===== src/rtl/inst_mem_pipe.sv =====
// inst_mem_pipe: pipelined instruction memory for the MIPS fetch stage.
// Registered 1-cycle read behind a valid/ready request handshake, with
// stall hold, flush (branch redirect), a runtime program-load write port,
// and out-of-range detection that answers with NOP_WORD.
module inst_mem_pipe #(
    parameter int unsigned             DATA_WIDTH = 16,
    parameter int unsigned             ADDR_WIDTH = 16,
    parameter int unsigned             DEPTH      = 256,
    parameter logic [DATA_WIDTH-1:0]   NOP_WORD   = '0
) (
    input  logic                  clk,
    input  logic                  rst_n,
    input  logic                  req_valid,
    output logic                  req_ready,
    input  logic [ADDR_WIDTH-1:0] address,
    input  logic                  stall,
    input  logic                  flush,
    output logic                  rsp_valid,
    output logic [DATA_WIDTH-1:0] ins,
    output logic [ADDR_WIDTH-1:0] rsp_addr,
    output logic                  addr_err,
    input  logic                  load_en,
    input  logic [ADDR_WIDTH-1:0] load_addr,
    input  logic [DATA_WIDTH-1:0] load_data
);

    localparam int unsigned IDX_W = (DEPTH > 1) ? $clog2(DEPTH) : 1;
    // One extra bit so DEPTH == 2**ADDR_WIDTH still compares correctly.
    localparam logic [ADDR_WIDTH:0] DEPTH_EXT = (ADDR_WIDTH + 1)'(DEPTH);

    typedef enum logic {
        EMPTY = 1'b0,
        FULL  = 1'b1
    } rsp_state_e;

    rsp_state_e              state_q, state_d;
    logic [DATA_WIDTH-1:0]   ins_q, ins_d;
    logic [ADDR_WIDTH-1:0]   rsp_addr_q, rsp_addr_d;
    logic                    addr_err_q, addr_err_d;

    logic [DATA_WIDTH-1:0]   mem [DEPTH];

    logic                    accept;
    logic                    rd_in_range;
    logic                    wr_in_range;
    logic [IDX_W-1:0]        rd_idx;
    logic [IDX_W-1:0]        wr_idx;
    logic [DATA_WIDTH-1:0]   rd_word;

    // Handshake, range checks and array indexing.
    always_comb begin
        req_ready   = !stall && !flush;
        accept      = req_valid && req_ready;
        rd_in_range = ({1'b0, address}   < DEPTH_EXT);
        wr_in_range = ({1'b0, load_addr} < DEPTH_EXT);
        rd_idx      = address[IDX_W-1:0];
        wr_idx      = load_addr[IDX_W-1:0];
        rd_word     = mem[rd_idx];
    end

    // Program-load write port; array is deliberately not reset. The read in
    // the response path samples the same edge, so fetches see the old word.
    always_ff @(posedge clk) begin
        if (load_en && wr_in_range) begin
            mem[wr_idx] <= load_data;
        end
    end

    // Response FSM next state and output-register next values.
    always_comb begin
        state_d    = state_q;
        ins_d      = ins_q;
        rsp_addr_d = rsp_addr_q;
        addr_err_d = addr_err_q;
        if (flush) begin
            state_d    = EMPTY;
            ins_d      = NOP_WORD;
            addr_err_d = 1'b0;
        end else if (stall) begin
            state_d = state_q;
        end else if (accept) begin
            state_d    = FULL;
            rsp_addr_d = address;
            if (rd_in_range) begin
                ins_d      = rd_word;
                addr_err_d = 1'b0;
            end else begin
                ins_d      = NOP_WORD;
                addr_err_d = 1'b1;
            end
        end else begin
            state_d = EMPTY;
        end
    end

    // Response register with asynchronous active-low reset.
    always_ff @(posedge clk or negedge rst_n) begin
        if (!rst_n) begin
            state_q    <= EMPTY;
            ins_q      <= NOP_WORD;
            rsp_addr_q <= '0;
            addr_err_q <= 1'b0;
        end else begin
            state_q    <= state_d;
            ins_q      <= ins_d;
            rsp_addr_q <= rsp_addr_d;
            addr_err_q <= addr_err_d;
        end
    end

    // Drive outputs from the response register.
    always_comb begin
        rsp_valid = (state_q == FULL);
        ins       = ins_q;
        rsp_addr  = rsp_addr_q;
        addr_err  = addr_err_q;
    end

endmodule


===== config.mk =====
export PLATFORM = sky130hd
export DESIGN_NAME = inst_mem_pipe
export DESIGN_NICKNAME = d
export VERILOG_FILES = /design/src/rtl/inst_mem_pipe.sv
export SDC_FILE = /design/constraint.sdc
export NUM_CORES = 2
export LEC_CHECK = 0
export CAP_MARGIN = 20
export CORE_ASPECT_RATIO = 1.75
export CORE_MARGIN = 2
export CORE_UTILIZATION = 34
export DETAILED_ROUTE_END_ITERATION = 10
export HOLD_SLACK_MARGIN = 0.06
export SLEW_MARGIN = 20
export SYNTH_ARGS = -nofsm -noshare
export SYNTH_HDL_FRONTEND = slang
export SYNTH_SLANG_ARGS = --single-unit
export TNS_END_PERCENT = 30

===== constraint.sdc =====
create_clock -name clk -period 2.2 [get_ports clk]
set_clock_uncertainty 0.2 [all_clocks]
set_input_delay 0.33 -clock clk [delete_from_list [all_inputs] [get_ports clk]]
set_output_delay 0.33 -clock clk [all_outputs]
set_load 0.02 [all_outputs]

### Yosys cells after proc, flatten, opt, wreduce, memory -nomap -nowiden

Memories as Yosys holds them, arrays and structs flattened.
Index checks and enable logic that the tools add are counted.

* flip-flop bits (word level): 34
* bits in writable memories: 4096
* input port bits: 54
* word-level logic and storage cells: 31
* memories kept: 1

* $lt $le $gt $ge: 2
* equality and inequality tests: 1
* mux-type cells: 13
* bitwise operators: 2
* reduce and logical (&&, ||, !) cells: 8

Memories
* mem: words 256, width 16, rd ports 1, clocked after Yosys merged registers in 0, write ports 1, RTL line 41 `logic [DATA_WIDTH-1:0] mem [DEPTH];`

Operator list (count)
* $mux 16: 4
* $lt 16x9->1 const B: 2
* $mux 1: 9
* $logic_and 1x1->1: 3
* $reduce_and 3->1: 1
* $logic_not 1->1: 2
* $ne 2x1->1 const B: 1
* $not 1->1: 2
* $reduce_and 2->1: 1
* $reduce_bool 2->1: 1

### Depth between registers and ports, before layout

* depth after elaboration: 6
* depth in mapped cells: 14
* mapped depth without buffers: 7

### Worst setup path after synthesis

No wires, ideal clock.

* kind: input to register
* from: in load_addr[14]
* to: mem mem[180][0] (enable)
* arrival time: 2214 ps
* required time: 1612 ps
* setup slack: -602 ps
* cell stages on the path: 6
* buffers on the path: 1
* cells stage by stage: nor3_1 nand4_1 nor3b_1 nand3_1 clkbuf_1 nor2_1

* word-level cells in the longest chain between the ends: 4

Ends and longest elaborated chain
* from (decl): RTL line 23 `input logic [ADDR_WIDTH-1:0] load_addr,`
* $lt 16x9->1: RTL line 55 `wr_in_range = ({1'b0, load_addr} < DEPTH_EXT);`
* $logic_and 1x1->1: RTL line 64 `if (load_en && wr_in_range) begin`
* $mux 1: RTL line 64
* $mux 1 (implied by the code): RTL line 65 `mem[wr_idx] <= load_data;`
* to (decl): RTL line 41

No other way between the ends.

### Worst setup path in the final report

* from: mem mem[247][1]
* to: reg ins_q[1], in the netlist ins[1]

* word-level cells in the longest chain between the ends: 5

Ends and longest elaborated chain
* $mem_v2 256x16
* $mux 16: RTL line 84 `if (rd_in_range) begin`
* $mux 16: RTL line 81 `end else if (accept) begin`
* $mux 16: RTL line 79 `end else if (stall) begin`
* $mux 16: RTL line 75 `if (flush) begin`
* to (signal assigned): RTL line 105 `ins_q <= ins_d;`
* to (decl): RTL line 37 `logic [DATA_WIDTH-1:0] ins_q, ins_d;`

No other way between the ends. The select of a mux whose other input is x is not followed.
A chain may end at the register's enable or synchronous reset.

==> flow_summary.ini <==
[status]
status = finished, violations left
violations = negative setup slack

[worst_hold_path]
holdCritPathClass = in2reg
min_delay_path_depth = 2
holdPathEnd = mem[254][1]
worstHoldStart = load_data[1]

[floorplan]
start_util = 0.341
num_rows = 333
dieArea_um2 = 475000
io_pins = 89
die_h_um = 911
die_x_um = 522
fp.coreArea_um2 = 469000

[cells_and_area]
drive_gt1_frac = 0.353
fillers = 40300
syn2layout_area_growth_pct = 23.2
finalNetCount = 9070
utilization = 0.420
seq_area_um2 = 124000
multiInputGateArea_um2 = 34600
stdcell_area_um2 = 197000

[global_routing]
grt_pass1_vias = 88600
grt_max_degree = 99
antenna_found_initial = 25
grt.total_usage = 0.220
overflow = 0
grt_first_pass_wirelength_um = 726000

[sta]
slew_viol_final = 0
worst_pin_slew_ns = 1.12
fin_crit_sh = 1.44
relSlewSlack = 0.248
period_minus_slack_ns = 3.16
rsz0062_at_grt = yes
hold_violations = 0
max_clock_freq_mhz = 316
setup_violations = 20
layout_setup_ws_ns = -0.962

[clock_tree]
cts_root_buf = clkbuf_16
clk_pin_slew_ns = 0.07
htreeDepth = 5
cts.sinks = 4130
clk_path_buf_depth = 4
tritoncts = built
cts_made_buffers = 350
cts_setup_buffers = 0
clock_latency_ns = 0.98

[pwr]
internal_power_mw = 125
power.share.switching = 0.224
leakagePower_nw = 63.7
fin_total_pwr_mw = 161
irDropWorstVdd_mv = 0.577
p_clk_frac = 0.394
p_sw_mw = 36.0
p_seq_frac = 0.537
powerDensity_nw_per_um2 = 819
comb_power_share = 0.069

[critical_path]
crit_required_ns = 2.86
critical_path_class = reg2reg
r2r_setup_slack_ns = -0.96
reg2reg_depth = 7
max_stage_delay_ns = 0.60
critical_path_arrival_ns = 3.82
critPathMaxFanout = 1
path_depth = 7
r2r_end = ins[1]
critPathTopFamily = multiplexers
cp_common_cell = mux4_2
critPathCaptureType = flip-flop
crit_buf_inv = 1
critical_path.slowest_cell = mux4_2
worst_setup_path_start_kind = flip-flop
reg2reg_from = mem[247][1]
startpoint = mem[247][1]
crit_chain = mux4_2, mux4_2, a22o_4, a31oi_4, buf_6, nand4_1, a32o_1

[synthesis]
avgSynthCellArea_um2 = 21.4
syn_inst = 7459
synth_common_cells = edfxtp_1, mux4_2, mux2i_1, nor2_1, clkbuf_1
synthFlopType = edfxtp_1
synth_top_area_share = 0.770
synth_cell_types = 69
post-synth-top-count-cell = edfxtp_1
yosysTopAreaCell = edfxtp_1
synthesis.area_um2 = 160000
synthTopCellsByArea = edfxtp_1, mux4_2, mux2i_1, nor2_1, o221ai_1
synth_async_sr_flop_share = 0.00823
ys_ff_latch = 4130
ys_warn_count = 0
seq_area_frac_synth = 0.776
synth_nets = 7513
synth_edf_count = 4096

[drt]
wl_per_cell_um = 34.3
viasPerCell = 5.54
antenna_left = 0
first_iter_violations = 9757
vias = 86000
drcViolationCount = 0
wl_um = 532000
drt_first_pass_iters = 6

[run]
maxCapViolCount = 0

[place]
place_area_um2 = 184000
port-buffer-count = 88
dp_hpwl_um = 373000
place_congestion = 0.984
[placed cells by master, fill, tap and decap left out, types with 17 or more instances in the layout]
cell type / count
edfxtp_1: 4096
buf_4: 1004
mux4_2: 835
mux2i_1: 528
buf_12: 495
clkbuf_16: 361
nor2_1: 198
o221ai_1: 135
a21oi_1: 128
o22ai_1: 123
nand2_1: 121
a22oi_1: 94
nor2_2: 89
nor2_4: 74
clkinv_2: 73
clkinv_1: 66
o21ai_0: 58
nand3_1: 55
a31oi_1: 49
clkbuf_1: 47
bufinv_16: 34
dlygate4sd3_1: 32
clkdlybuf4s50_1: 29
nor3_1: 26
buf_6: 26
mux2_2: 22
dfrtp_1: 21
nand2_2: 19
o211ai_1: 18
nor2b_1: 17
and2_1: 17
clkinvlp_4: 17
clkbuf_8: 17
buf_2: 17
[cell type report]
class | instances | share of cell area
diodes | 14 | 0.000178
clock buffers | 412 | 0.0471
clock inverters | 221 | 0.0110
inverters | 6 | 0.000191
multi-input cells | 2886 | 0.176
flip-flops and latches | 4130 | 0.630
well taps | 6197 | 0.0394
repair buffers | 1642 | 0.0968
[registers in the layout, summed over array words and instances, names as in the netlist]
signal,cells
mem,4096
ins,16
rsp_addr,16
addr_err,1
rsp_valid,1
[power by group through the flow]
stage	sequential, mW	clock, mW	combinational, mW
after detailed placement	88.2	0	10.8
after global placement	88.2	0	10.6
after floorplan	88.3	0	4.22
after global routing	86.4	66.8	11.3
after CTS	86.5	64.2	11.0
final	86.5	63.5	11.1
[how the worst max path moves through the flow]
stage | to
final | ins[1]
after detailed placement | ins[1]
after floorplan | ins[10]
after CTS | ins[1]
after global placement | ins[1]
after global routing | ins[1]
[worst register-to-register path, stage by stage (launching register included)]
cell and delay [ns]:
edfxtp_1 0.38, mux4_2 0.48, mux4_2 0.60, a22o_4 0.34, a31oi_4 0.19, buf_6 0.14
nand4_1 0.37, a32o_1 0.38
[through the flow]
stage / worst slack [ns] / setup TNS (ns) / hold slack (ns) / instances
after floorplan: -0.445 / -877.32 / -0.166 / 7459
after global placement: -2.01 / -2358.33 / 0.143 / 14800
after detailed placement: -2.03 / -2468.32 / 0.143 / 14800
after CTS: -0.944 / -8.47 / 0.0616 / 15500
after global routing: -0.919 / -7.99 / 0.152 / 15500
final: -0.962 / -7.79 / 0.146 / 15500
[what timing repair did]
action | in CTS | in global routing
pin swaps | 51 | 11
resized for setup | 294 | 30
endpoints found under the setup margin | 51 | 20
gates cloned | 1 | 0
hold endpoints to repair | 3580 | 0
hold buffers | 33 | 0
[layer usage]
layer / GRT usage / routed length [um] / vias up
met3: 0.0289 / 33200 / 1268
met5: 0 / 64 / -
met1: 0.235 / 174000 / 46100
li1: - / - / 34500
met4: 0.175 / 50800 / 10
met2: 0.391 / 274000 / 4110
[kinds of logic after synthesis]
| logic type | Yosys count | synth area share |
|---|---|---|
| buffers and inverters | 443 | 0.0185 |
| multiplexers | 1387 | 0.153 |
| AO/OA/AOI/OAI | 779 | 0.0337 |
| AND/OR/NAND/NOR | 720 | 0.0197 |
| flip-flops | 4130 | 0.776 |
(Power assumes the default switching activity.)
